==> config.mk <==
export PLATFORM = sky130hd
export DESIGN_NAME = nibble_serial_adder
export DESIGN_NICKNAME = d
export VERILOG_FILES = /design/src/rtl/nibble_serial_adder_pkg.sv /design/src/rtl/nibble_serial_adder_rca.sv /design/src/rtl/nibble_serial_adder.sv
export SDC_FILE = /design/constraint.sdc
export NUM_CORES = 1
export LEC_CHECK = 0
export ABC_AREA = 1
export BUFFER_PORTS_ARGS = -buffer_cell sky130_fd_sc_hd__clkbuf_2
export CORE_ASPECT_RATIO = 0.6
export CORE_MARGIN = 1
export CORE_UTILIZATION = 35
export DETAILED_ROUTE_END_ITERATION = 16
export SYNTH_ARGS = -nofsm -noshare
export SYNTH_HDL_FRONTEND = slang
export SYNTH_SLANG_ARGS = --single-unit
==> constraint.sdc <==
create_clock -name clk -period 2.1 [get_ports clk]
set_input_delay 0.21 -clock clk [delete_from_list [all_inputs] [get_ports clk]]
set_output_delay 0.21 -clock clk [all_outputs]
set_load 0.01 [all_outputs]
==> src/rtl/nibble_serial_adder_pkg.sv <==
// Shared types and constants for the nibble-serial adder.
package nibble_serial_pkg;

    localparam int NIBBLE_W = 4;

    typedef enum logic [1:0] {
        IDLE = 2'b00,
        RUN  = 2'b01,
        DONE = 2'b10
    } state_t;

endpackage

==> src/rtl/nibble_serial_adder_rca.sv <==
// 4-bit ripple carry adder: the only arithmetic in the serial adder.
module RippleCarryAdder_4bit (
    input  logic [3:0] a,
    input  logic [3:0] b,
    input  logic       cin,
    output logic [3:0] sum,
    output logic       cout
);

    logic [4:0] c;

    assign c[0] = cin;

    for (genvar i = 0; i < 4; i++) begin : g_fa
        assign sum[i]   = a[i] ^ b[i] ^ c[i];
        assign c[i + 1] = (a[i] & b[i]) | (c[i] & (a[i] ^ b[i]));
    end

    assign cout = c[4];

endmodule

==> src/rtl/nibble_serial_adder.sv <==
// Nibble-serial adder sequencer: one 4-bit slice per clock through a single
// 4-bit ripple adder, inter-nibble carry held in a flop.
// Optional subtract support is enabled by defining SERIAL_ADDER_SUB_EN,
// which adds the op_sub port.
module nibble_serial_adder
    import nibble_serial_pkg::*;
#(
    parameter int WIDTH = 16
) (
    input  logic             clk,
    input  logic             rst_n,
    input  logic             in_valid,
    output logic             in_ready,
    input  logic [WIDTH-1:0] a,
    input  logic [WIDTH-1:0] b,
    input  logic             cin,
`ifdef SERIAL_ADDER_SUB_EN
    input  logic             op_sub,
`endif
    output logic             out_valid,
    input  logic             out_ready,
    output logic [WIDTH-1:0] sum,
    output logic             cout,
    output logic             overflow
);

    localparam int NIBBLES = WIDTH / NIBBLE_W;
    localparam int CW      = $clog2(NIBBLES) + 1;

    if ((WIDTH % NIBBLE_W) != 0 || WIDTH < NIBBLE_W) begin : g_width_chk
        $error("nibble_serial_adder: WIDTH must be a multiple of 4 and >= 4");
    end

    state_t                state;
    logic [WIDTH-1:0]      a_sh;
    logic [WIDTH-1:0]      b_sh;
    logic [WIDTH-1:0]      work;
    logic [WIDTH-1:0]      work_nxt;
    logic                  carry;
    logic [CW-1:0]         cnt;
    logic                  a_msb;
    logic                  b_msb;
    logic [WIDTH-1:0]      b_eff;
    logic                  c_eff;
    logic [NIBBLE_W-1:0]   nib_s;
    logic                  nib_c;

`ifdef SERIAL_ADDER_SUB_EN
    // Subtract is A + ~B + 1; the caller's cin is ignored in that mode.
    assign b_eff = op_sub ? ~b : b;
    assign c_eff = op_sub ? 1'b1 : cin;
`else
    assign b_eff = b;
    assign c_eff = cin;
`endif

    RippleCarryAdder_4bit u_rca (
        .a    (a_sh[NIBBLE_W-1:0]),
        .b    (b_sh[NIBBLE_W-1:0]),
        .cin  (carry),
        .sum  (nib_s),
        .cout (nib_c)
    );

    // New sum nibble enters at the top; after NIBBLES shifts the word is complete.
    if (NIBBLES > 1) begin : g_work_multi
        assign work_nxt = {nib_s, work[WIDTH-1:NIBBLE_W]};
    end else begin : g_work_single
        assign work_nxt = nib_s;
    end

    // Handshake flags come straight from state, never from inputs.
    assign in_ready  = (state == IDLE);
    assign out_valid = (state == DONE);

    // Sequencer: accept, step one nibble per cycle, then hold result until taken.
    always_ff @(posedge clk or negedge rst_n) begin
        if (!rst_n) begin
            state    <= IDLE;
            a_sh     <= '0;
            b_sh     <= '0;
            work     <= '0;
            carry    <= 1'b0;
            cnt      <= '0;
            a_msb    <= 1'b0;
            b_msb    <= 1'b0;
            sum      <= '0;
            cout     <= 1'b0;
            overflow <= 1'b0;
        end else begin
            case (state)
                IDLE: begin
                    if (in_valid) begin
                        a_sh  <= a;
                        b_sh  <= b_eff;
                        carry <= c_eff;
                        cnt   <= '0;
                        a_msb <= a[WIDTH-1];
                        b_msb <= b_eff[WIDTH-1];
                        state <= RUN;
                    end
                end
                RUN: begin
                    a_sh  <= a_sh >> NIBBLE_W;
                    b_sh  <= b_sh >> NIBBLE_W;
                    work  <= work_nxt;
                    carry <= nib_c;
                    cnt   <= cnt + CW'(1);
                    if (cnt == CW'(NIBBLES - 1)) begin
                        sum      <= work_nxt;
                        cout     <= nib_c;
                        // Same-sign operands whose sum flips sign overflowed.
                        overflow <= (a_msb == b_msb) && (nib_s[NIBBLE_W-1] != a_msb);
                        state    <= DONE;
                    end
                end
                DONE: begin
                    if (out_ready) state <= IDLE;
                end
                default: state <= IDLE;
            endcase
        end
    end

endmodule

==> results.cfg <==
[outcome]
outcome = finished with violations
violations = negative setup slack

[cells_and_area]
nNetsFinal = 482
regArea_um2 = 1752
multiInputGateArea_um2 = 1202
antennaDiodeCount = 0
nFillCells = 878
areaGrowthSynthToFinish_pct = 24.30
fin_cells = 556
final_cell_area_um2 = 3891
drive_gt1_share_pct = 20.72

[critical_path]
cp.required_ns = 2.32
cpMostUsedCell = fa_2
worstSetupEndpointType = register
cp.arrival_ns = 2.47
cpMaxStageDelayCell = fa_2
cp.buffers_inverters = 3
path_class = reg -> reg
crit_fanout = 4
cp-start-kind = register
path_delay_family = adder cells
slowest_delay_ns = 0.45
cp_cell_sequence = fa_2 > inv_2 > fa_2 > inv_2 > fa_2 > inv_2 > fa_2 > nand3_1 > nand2_1 > nand2_1 > nand2_1

[floorplan]
rows = 26
die_area_um2 = 9339
initial_core_util_pct = 36.45
io_pins = 57
die_x_um = 124.1
core-area_um2 = 8588
die_h_um = 75.26

[sta]
final-hold-violation-count = 0
clock_skew_ns = 0.005519
maxClockFrequency_mhz = 445.1
finalCritPeriodShare_pct = 107.0
setup_slack_ns = -0.1467
slew_headroom_pct = 59.71
setup_tns_ns = -0.3350
setup_violations = 3
fin_crit_ns = 2.247
slew_violations = 0
grt_setup_unrepaired = true
worst_pin_slew_ns = 0.6043

[global_routing]
grt_max_degree = 34
grt-ovfl-total = 0
grtUsageTotal_pct = 17.85
grt_pass1_vias = 2442
grt_antenna_before_repair = 0
grt_first_pass_wirelength_um = 12220

[placed_design]
pre_cts_ws_ns = -0.1765
portBuffers = 56
gp_congestion = 0.7590
dp_cells = 538
dpl.hpwl_um = 5028
post_dp_cell_area_um2 = 3551

[drt]
wl_per_cell_um = 12.87
drc = 0
first_pass_iters = 4
drt-initial-drc-count = 148
vias_per_cell = 4.640
dr_total_vias = 2580
final_antenna_net_count = 0
routed_wl_um = 7157

[yosys]
synthesis.nets = 424
async_reset_ff_share_pct = 100.0
syn_area_um2 = 3131
synth.avg_cell_area_um2 = 8.217
synth_edf_count = 0
ys_warn_count = 0
synthCells = 381
ys_seq_area_share_pct = 55.96
ys.flop_type = dfrtp_1
yosysUniqueCellTypes = 17
synth-seq-cells = 70

[power_and_ir_drop]
ir_drop_v = 0.0005461
powerDensity_nw_per_um2 = 1630
p_leak_uw = 0.002134

[cts]
cts_tree = yes
clkTransAtPathRegs_ns = 0.05
insertion_delay_ns = 0.33
root_buffer = clkbuf_16
h-tree-depth = 3
cts.sink_count = 70
cts_max_path_buffers = 2
cts_buffers = 9

[job]
max_cap_viol_count = 0

[hold_path]
min_path_type = in -> reg
[cell usage after synthesis, types with 2 or more instances]
library cell / count / share of area, %
o21ai_1: 5 / 0.80
o21ai_0: 27 / 4.3
nand2_1: 187 / 22
ha_1: 2 / 0.80
nand3_1: 33 / 5.3
clkbuf_1: 4 / 0.48
buf_2: 14 / 2.2
inv_2: 2 / 0.24
fa_1: 4 / 2.6
inv_1: 24 / 2.9
dfrtp_1: 70 / 56
nor2_1: 4 / 0.48
[worst paths after layout]
path | from | endpoint | slack (ns) | cells after the start
max | carry | overflow | -0.15 | 11
min | out_ready | state[1] | 0.06 | 2
max reg2reg | carry | overflow | -0.15 | 11
min reg2reg | work[7] | sum[3] | 0.47 | 2
max in group asynchronous | rst_n | b_sh[14] | 1.05 | 3
min in group asynchronous | rst_n | sum[0] | 0.42 | 2
[cell families (layout without fill, tap and decap cells)]
| kind of cell | count (synthesis) | after routing | synth area share (%) |
|---|---|---|---|
| AND/OR/NAND/NOR | 226 | 226 | 28.74 |
| flip-flops | 70 | 70 | 55.96 |
| buffers and inverters | 45 | 108 | 6.075 |
| AO/OA/AOI/OAI | 34 | 34 | 5.875 |
| adder cells (fa/ha/maj) | 6 | 6 | 3.357 |
[placed cells by master (no fill, tap or decap)]
cell type,n
clkinv_2,2
clkbuf_8,1
dfrtp_1,70
nand2_1,187
o21ai_2,1
inv_1,21
buf_2,1
fa_2,4
nor2_4,1
nand2_2,1
clkbuf_16,9
clkbuf_2,55
nand3_1,33
nor2_1,4
bufinv_16,2
ha_1,2
buf_12,2
dlygate4sd3_1,1
o31ai_1,1
clkbuf_1,2
o21ai_4,1
o21ai_0,27
buf_4,7
inv_2,5
o21ai_1,4
[flip-flops by register name (all words and copies together) (netlist names)]
| signal | cells |
|---|---|
| a_msb | 1 |
| a_sh | 16 |
| b_msb | 1 |
| b_sh | 16 |
| carry | 1 |
| cnt | 3 |
| cout | 1 |
| overflow | 1 |
| state | 2 |
| sum | 16 |
| work | 12 |
[power by group]
part           leakage, uW  total [uW]  internal [uW]  switching (uW)
sequential        0.000895        2290           1940             353
combinational      0.00108        2440            895            1540
clock             0.000157        1620           1070             548
[stage by stage]
stage               total power (uW)  hold WS (ns)  utilization [%]
global placement                4629        0.2566            41.35
CTS                             6358       0.05222            45.15
floorplan                       3936      -0.08559                -
detailed placement              4697        0.2554            41.35
finish                          6342       0.06313            45.31
global route                    6922       0.08345            45.31
[what timing repair did]
action                                 CTS  global route
endpoints found under the hold margin   24             0
pin swaps                                2             0
setup buffers                            0             1
resized for setup                        1             2
setup endpoints to repair                3             3
gates cloned                             0             0
hold buffers                             1             0
[layer usage]
layer,vias to the layer above,global-route usage [%],wire [um]
met4,0,4.233,50
li1,1302,-,-
met1,1216,26.85,3908
met5,-,0,0
met3,6,6.894,402
met2,56,23.76,2796
[cell type report]
class | count | share of cell area (%)
timing repair buffer | 66 | 9.839
clock inverter | 4 | 1.801
tap | 112 | 3.601
sequential | 70 | 45.02
multi-input combinational | 266 | 30.90
inverter | 26 | 2.508
clock buffer | 12 | 6.334
No activity file was read; power rests on OpenSTA's default activity.
